===== src/rtl/seg_digit_scheduler_if.sv =====
`default_nettype none
// ============================================================================
//  Module      : seg_digit_scheduler_if
//  Description : Load handshake and display bus between the value producers,
//                the digit scheduler and the shared seven-segment decoder.
//                  digits_in   : candidate digit codes, digit i at [4i+3:4i]
//                  load_valid  : producer offers a value set
//                  load_ready  : scheduler can accept a value set
//                  sout        : hex code for the current/next digit
//                  digit_en    : one-hot digit transistor enables
//                  frame_start : pulse on first ON cycle of digit 0
//                master modport = producer/display side, slave = scheduler.
//  Revision    : 1.0 - initial release
// ============================================================================
interface seg_digit_scheduler_if #(
  parameter int NDIG = 2
);
  logic [4*NDIG-1:0] digits_in;
  logic              load_valid;
  logic              load_ready;
  logic [3:0]        sout;
  logic [NDIG-1:0]   digit_en;
  logic              frame_start;

  modport master (
    output digits_in, load_valid,
    input  load_ready, sout, digit_en, frame_start
  );

  modport slave (
    input  digits_in, load_valid,
    output load_ready, sout, digit_en, frame_start
  );
endinterface
`default_nettype wire


===== src/rtl/seg_digit_scheduler.sv =====
`default_nettype none
// ============================================================================
//  Module      : seg_digit_scheduler
//  Description : Time-multiplexing scheduler for a multi-digit seven-segment
//                display. Each digit is enabled for DWELL_CYC clocks, preceded
//                by BLANK_CYC clocks of all-off dead time. Digit values are
//                double-buffered (pend -> active) and swapped only at the end
//                of the last digit's ON phase (frame boundary).
//  Ports       : clk   - system clock
//                reset - asynchronous, active-high reset
//                bus   - seg_digit_scheduler_if.slave (load handshake in,
//                        sout / digit_en / frame_start out)
//  Config      : SEG_DEADTIME_EN defined   -> BLANK phase before every digit.
//                SEG_DEADTIME_EN undefined -> digits switch back to back; a
//                single all-off cycle follows reset only.
//  Revision    : 1.0 - initial release
// ============================================================================
module seg_digit_scheduler #(
  parameter int NDIG      = 2,
  parameter int DWELL_CYC = 8192,
  parameter int BLANK_CYC = 256
) (
  input  wire logic             clk,
  input  wire logic             reset,
  seg_digit_scheduler_if.slave  bus
);

  // Counter sized for the longer of the two phases in either build.
  localparam int c_cnt_max = (DWELL_CYC > BLANK_CYC) ? DWELL_CYC : BLANK_CYC;
  localparam int c_cnt_w   = (c_cnt_max > 1) ? $clog2(c_cnt_max) : 1;
  localparam int c_idx_w   = $clog2(NDIG);

`ifdef SEG_DEADTIME_EN
  localparam int c_blank_len = BLANK_CYC;
`else
  // Without dead time the blank state only serves as the one-cycle
  // all-off startup after reset and is never re-entered.
  localparam int c_blank_len = 1;
`endif

  localparam logic [c_cnt_w-1:0] c_blank_last = c_cnt_w'(c_blank_len - 1);
  localparam logic [c_cnt_w-1:0] c_dwell_last = c_cnt_w'(DWELL_CYC - 1);
  localparam logic [c_idx_w-1:0] c_idx_last   = c_idx_w'(NDIG - 1);
  localparam logic [NDIG-1:0]    c_one_hot0   = NDIG'(1);

  typedef enum logic [0:0] {
    S_BLANK = 1'b0,
    S_ON    = 1'b1
  } state_t;

  state_t              r_state,  w_state_nxt;
  logic [c_cnt_w-1:0]  r_cnt,    w_cnt_nxt;
  logic [c_idx_w-1:0]  r_idx,    w_idx_nxt;
  logic [4*NDIG-1:0]   r_active, w_active_nxt;
  logic [4*NDIG-1:0]   r_pend;
  logic                r_pend_full;
  logic [3:0]          r_sout,   w_sout_nxt;
  logic [NDIG-1:0]     r_digit_en, w_digit_en_nxt;
  logic                r_frame_start, w_frame_start_nxt;
  logic                w_boundary;
  logic                w_accept;

  always_comb begin
    w_state_nxt       = r_state;
    w_cnt_nxt         = r_cnt + 1'b1;
    w_idx_nxt         = r_idx;
    w_boundary        = 1'b0;
    w_frame_start_nxt = 1'b0;

    case (r_state)
      S_BLANK: begin
        if (r_cnt == c_blank_last) begin
          w_state_nxt       = S_ON;
          w_cnt_nxt         = '0;
          w_frame_start_nxt = (r_idx == '0);
        end
      end
      S_ON: begin
        if (r_cnt == c_dwell_last) begin
          w_cnt_nxt  = '0;
          w_boundary = (r_idx == c_idx_last);
          w_idx_nxt  = w_boundary ? '0 : r_idx + 1'b1;
`ifdef SEG_DEADTIME_EN
          w_state_nxt = S_BLANK;
`else
          // Straight into ON of the next digit; wrapping to digit 0 is
          // the start of a new frame.
          w_frame_start_nxt = w_boundary;
`endif
        end
      end
      default: begin
        w_state_nxt = S_BLANK;
        w_cnt_nxt   = '0;
        w_idx_nxt   = '0;
      end
    endcase

    w_accept     = bus.load_valid && !r_pend_full;
    // Only a value pending before the boundary cycle is promoted; one
    // accepted on the boundary itself waits for the next frame.
    w_active_nxt = (w_boundary && r_pend_full) ? r_pend : r_active;
    // Outputs are registered from next-state values so that they line up
    // with the state they describe; sout moves only with an idx change.
    w_sout_nxt     = w_active_nxt[{w_idx_nxt, 2'b00} +: 4];
    w_digit_en_nxt = (w_state_nxt == S_ON) ? (c_one_hot0 << w_idx_nxt) : '0;
  end

  always_ff @(posedge clk or posedge reset) begin
    if (reset) begin
      r_state       <= S_BLANK;
      r_cnt         <= '0;
      r_idx         <= '0;
      r_active      <= '0;
      r_pend        <= '0;
      r_pend_full   <= 1'b0;
      r_sout        <= '0;
      r_digit_en    <= '0;
      r_frame_start <= 1'b0;
    end else begin
      r_state       <= w_state_nxt;
      r_cnt         <= w_cnt_nxt;
      r_idx         <= w_idx_nxt;
      r_active      <= w_active_nxt;
      r_sout        <= w_sout_nxt;
      r_digit_en    <= w_digit_en_nxt;
      r_frame_start <= w_frame_start_nxt;
      // Accept and promotion are mutually exclusive: accept needs the
      // pending buffer empty, promotion needs it full.
      if (w_accept) begin
        r_pend      <= bus.digits_in;
        r_pend_full <= 1'b1;
      end else if (w_boundary && r_pend_full) begin
        r_pend_full <= 1'b0;
      end
    end
  end

  assign bus.load_ready  = ~r_pend_full;
  assign bus.sout        = r_sout;
  assign bus.digit_en    = r_digit_en;
  assign bus.frame_start = r_frame_start;

endmodule
`default_nettype wire


===== src/flat_wrapper.sv =====
// flat-port wrapper written by rule: the top's interface ports become plain ports
module seg_digit_scheduler_flat 
#(
  parameter int NDIG      = 2,
  parameter int DWELL_CYC = 8192,
  parameter int BLANK_CYC = 256
)
  (clk, reset, bus_digits_in, bus_load_valid, bus_load_ready, bus_sout, bus_digit_en, bus_frame_start);
  seg_digit_scheduler_if #(.NDIG(NDIG)) bus_i ();
  input  wire logic clk;
  input  wire logic reset;
  input wire logic [$bits(bus_i.digits_in)-1:0] bus_digits_in;
  input wire logic [$bits(bus_i.load_valid)-1:0] bus_load_valid;
  output wire logic [$bits(bus_i.load_ready)-1:0] bus_load_ready;
  output wire logic [$bits(bus_i.sout)-1:0] bus_sout;
  output wire logic [$bits(bus_i.digit_en)-1:0] bus_digit_en;
  output wire logic [$bits(bus_i.frame_start)-1:0] bus_frame_start;
  assign bus_i.digits_in = bus_digits_in;
  assign bus_i.load_valid = bus_load_valid;
  assign bus_load_ready = bus_i.load_ready;
  assign bus_sout = bus_i.sout;
  assign bus_digit_en = bus_i.digit_en;
  assign bus_frame_start = bus_i.frame_start;
  seg_digit_scheduler #(.NDIG(NDIG), .DWELL_CYC(DWELL_CYC), .BLANK_CYC(BLANK_CYC)) u_core (.clk(clk), .reset(reset), .bus(bus_i));
endmodule

===== config.mk =====
export PLATFORM = sky130hd
export DESIGN_NAME = seg_digit_scheduler_flat
export DESIGN_NICKNAME = d
export VERILOG_FILES = /design/src/rtl/seg_digit_scheduler_if.sv /design/src/rtl/seg_digit_scheduler.sv /design/src/flat_wrapper.sv
export SDC_FILE = /design/constraint.sdc
export NUM_CORES = 1
export LEC_CHECK = 0
export ABC_AREA = 1
export BUFFER_PORTS_ARGS = -buffer_cell sky130_fd_sc_hd__buf_2
export CORE_ASPECT_RATIO = 0.7
export CORE_MARGIN = 2
export CORE_UTILIZATION = 55
export CTS_CLUSTER_DIAMETER = 60
export DETAILED_ROUTE_END_ITERATION = 10
export PLACE_DENSITY = 0.81
export SYNTH_ARGS = -nofsm -noshare
export SYNTH_HDL_FRONTEND = slang
export SYNTH_SLANG_ARGS = --single-unit

===== constraint.sdc =====
create_clock -name clk -period 2.1 [get_ports clk]
set_input_delay 0.315 -clock clk [delete_from_list [all_inputs] [get_ports clk]]
set_output_delay 0.315 -clock clk [all_outputs]
set_load 0.005 [all_outputs]

==> results.yml <==
outcome:
  status: "finished, final reports clean"
clock_network:
  cts_tree: "built"
  cts-htree-levels: 2
  path_clk_slew_ns: 0.09
  cts.sinks: 39
  cts_root_buffer: "clkbuf_8"
  ctsHoldBuffers: 0
  clockBufferDepth: 2
  clock_latency_ns: 0.31
  cts_buffers: 5
yosys:
  ys_top_cells_by_area: "dfrtp_1 (56%), nand2_1 (8.6%), inv_1 (5.8%)"
  synthMostInstantiatedCell: "nand2_1"
  ys_seq_area_share_pct: 55.6
  synthArstFlopShare_pct: 100
  syn_nets: 206
  yosys-top-cells-count: "nand2_1 (40), dfrtp_1 (39), inv_1 (27), nor2_1 (18), a21oi_1 (12)"
  synth.avg_cell_area_sq_um: 9.14
  yosys_most_used_dff: "dfrtp_1"
  synth_area_sq_um: 1750
  synth.distinct_cells: 23
  yosysWarnings: 0
  ys_ff_latch: 39
  synth_top_area_share_pct: 55.6
  synth_top_cell_by_area: "dfrtp_1"
  synth_edf_count: 0
  synth_cells: 192
power_and_ir_drop:
  p_per_area_nw_per_um2: 701
  leakage_nw: 1.09
  finalPower_mw: 1.46
  peakVddDrop_mv: 0.497
final_layout:
  seqCellArea_sq_um: 976
  drive_gt1_share_pct: 25.7
  nNetsFinal: 231
  design_area_sq_um: 2090
  syn_to_final_growth_pct: 19.0
  num_antenna_cells: 0
  num-fill-cells: 250
  multi_input_area_sq_um: 737
die:
  rows: 17
  die-area_sq_um: 3660
  die_x_microns: 71.5
  core-area_sq_um: 3110
  die_h_microns: 51.3
  start_util_pct: 56.5
  io_pins: 19
critical_path:
  crit_slowest_cell: "dfrtp_1"
  critical_path_peak_fanout: 4
  cp.required_ns: 2.33
  timing.rr.start: "u_core.r_cnt[1]"
  reg2reg_depth: 12
  startpoint_type: "flip-flop"
  cp.depth: 12
  r2r_setup_slack_ns: 0.11
  cpPeakStageDelay_ns: 0.39
  crit_family: "simple AND/OR/NAND/NOR gates"
  path_common_cell: "nand2_1"
  path_cells: "ha_1, nand2_1, inv_2, nand3_2, clkinv_2, nand3_1, inv_1, ha_4, nand3_4, o21ai_4, nand2_1, o21ai_1"
  r2r-end: "u_core.bus.sout[3]"
  crit_buf_inv: 3
  critPathKind: "flip-flop to flip-flop"
  end_kind: "flip-flop"
  cp.arrival_ns: 2.22
timing:
  maxSlewViolCount: 0
  fin_crit_sh_pct: 94.7
  setup-tns-final_ns: 0
  worst_slew_margin_rel_pct: 55.6
  finalHoldViolCount: 0
  finClkSkew_ns: 0.0152
  fmax_mhz: 503
  worst_pin_slew_ns: 0.666
  fin_crit_ns: 1.99
  setup_viol: 0
  whs_ns: 0.103
global_route:
  overflow: 0
  grt_pass1_wl_microns: 5460
  track_usage_pct: 20.6
  antenna_found_initial: 0
  grt_max_degree: 40
  grt_pass1_vias: 1113
detailed_routing:
  num_vias: 1306
  wl_per_cell_microns: 14.0
  drtIter0Drc: 151
  drt_wl_total_microns: 3580
  firstDrtPassIters: 4
  ant_nets: 0
  via_per_inst: 5.10
  drc: 0
placement:
  place_area_sq_um: 1870
  routabilityCongestion: 0.793
  dpl.hpwl_microns: 2210
  portBuffers: 18
run:
  maxCapViolations: 0
worst_hold_path:
  min_path_type: "input port to async pin"
==> how the worst max path moves through the flow <==
| stage | startpoint | endpoint |
|---|---|---|
| detailed placement | u_core.r_cnt[1] | u_core.bus.sout[3] |
| global placement | u_core.r_cnt[1] | u_core.bus.sout[2] |
| CTS | u_core.r_cnt[1] | u_core.bus.sout[0] |
| global route | u_core.r_cnt[1] | u_core.bus.digit_en[1] |
| floorplan | u_core.r_cnt[1] | u_core.bus.sout[0] |
| finish | u_core.r_cnt[1] | u_core.bus.sout[3] |
==> power breakdown <==
group	total (mW)	switching, mW	leakage [nW]	internal, mW
Sequential	0.778	0.00981	0.500	0.768
Clock	0.639	0.285	0.0581	0.354
Combinational	0.0475	0.0295	0.531	0.0180
Total	1.46	0.324	1.09	1.14
==> stage by stage <==
stage	cells	worst slack (ns)	util, %
detailed placement	245	-0.0232	60.3
CTS	253	-0.0492	63.9
floorplan	192	0.293	-
finish	256	0.111	67.2
global placement	245	0.106	60.3
global route	256	-0.00864	67.2
==> repair_timing <==
item	4_1_cts	5_1_grt
buffers inserted	0	1
setup endpoints to repair	7	15
hold endpoints to repair	0	0
cloned	0	2
gates resized for setup	2	20
==> worst reg2reg max path: cells and delay by family (launching register included) <==
| family | cells | cell delay [ns] |
|---|---|---|
| buffers and inverters | 3 | 0.30 |
| DFF | 1 | 0.39 |
| adders and majority gates | 2 | 0.38 |
| AOI/OAI and AO/OA | 2 | 0.33 |
| and+or+nand+nor | 5 | 0.51 |
==> metal layers <==
metal	vias up	part of all wire, %	global-route usage [%]
met5	-	0	0
met4	0	2.2	10.4
met3	6	5.7	6.51
met2	37	44	27.6
met1	602	48	29.8
li1	661	-	-
==> state kept, by name (all words and copies together), names as in the netlist <==
register,cells
u_core.bus.sout,4
u_core.bus.digit_en,2
u_core.r_pend,8
u_core.bus.frame_start,1
u_core.r_active,8
u_core.r_state,1
u_core.r_cnt,13
u_core.r_idx,1
u_core.r_pend_full,1
==> cell families after synthesis <==
kind of cell             count (synthesis)  synth area share [%]
AO/OA/AOI/OAI                           27                  7.99
flip-flops                              39                  55.6
XOR/XNOR                                 7                  3.50
adder cells (fa/ha/maj)                  3                  2.14
buffers and inverters                   33                  7.85
multiplexers                             4                  2.57
AND/OR/NAND/NOR                         79                  20.3
==> cell type report <==
| cell class | count | area share [%] |
|---|---|---|
| flip-flops and latches | 39 | 46.7 |
| multi-input cells | 122 | 35.3 |
| inverters | 29 | 5.27 |
| repair buffers | 20 | 5.03 |
| clock buffers | 5 | 3.30 |
| well taps | 38 | 2.28 |
| clock inverters | 3 | 2.10 |
==> cells in the final DEF, fill, tap and decap left out, types with 2 or more instances in the layout <==
cell      count
a21oi_1      12
buf_2        18
buf_4         2
clkbuf_8      5
clkinv_2      2
dfrtp_1      39
ha_1          2
inv_1        27
mux2_2        4
nand2_1      39
nand2_2       3
nand3_1       8
nand3_4       3
nand4_1       2
nor2_1       18
nor2_2        4
nor2_4        3
o21ai_1       5
o21ai_2       6
xnor2_1       2
xor2_1        5
No activity file was read; power rests on OpenSTA's default activity.
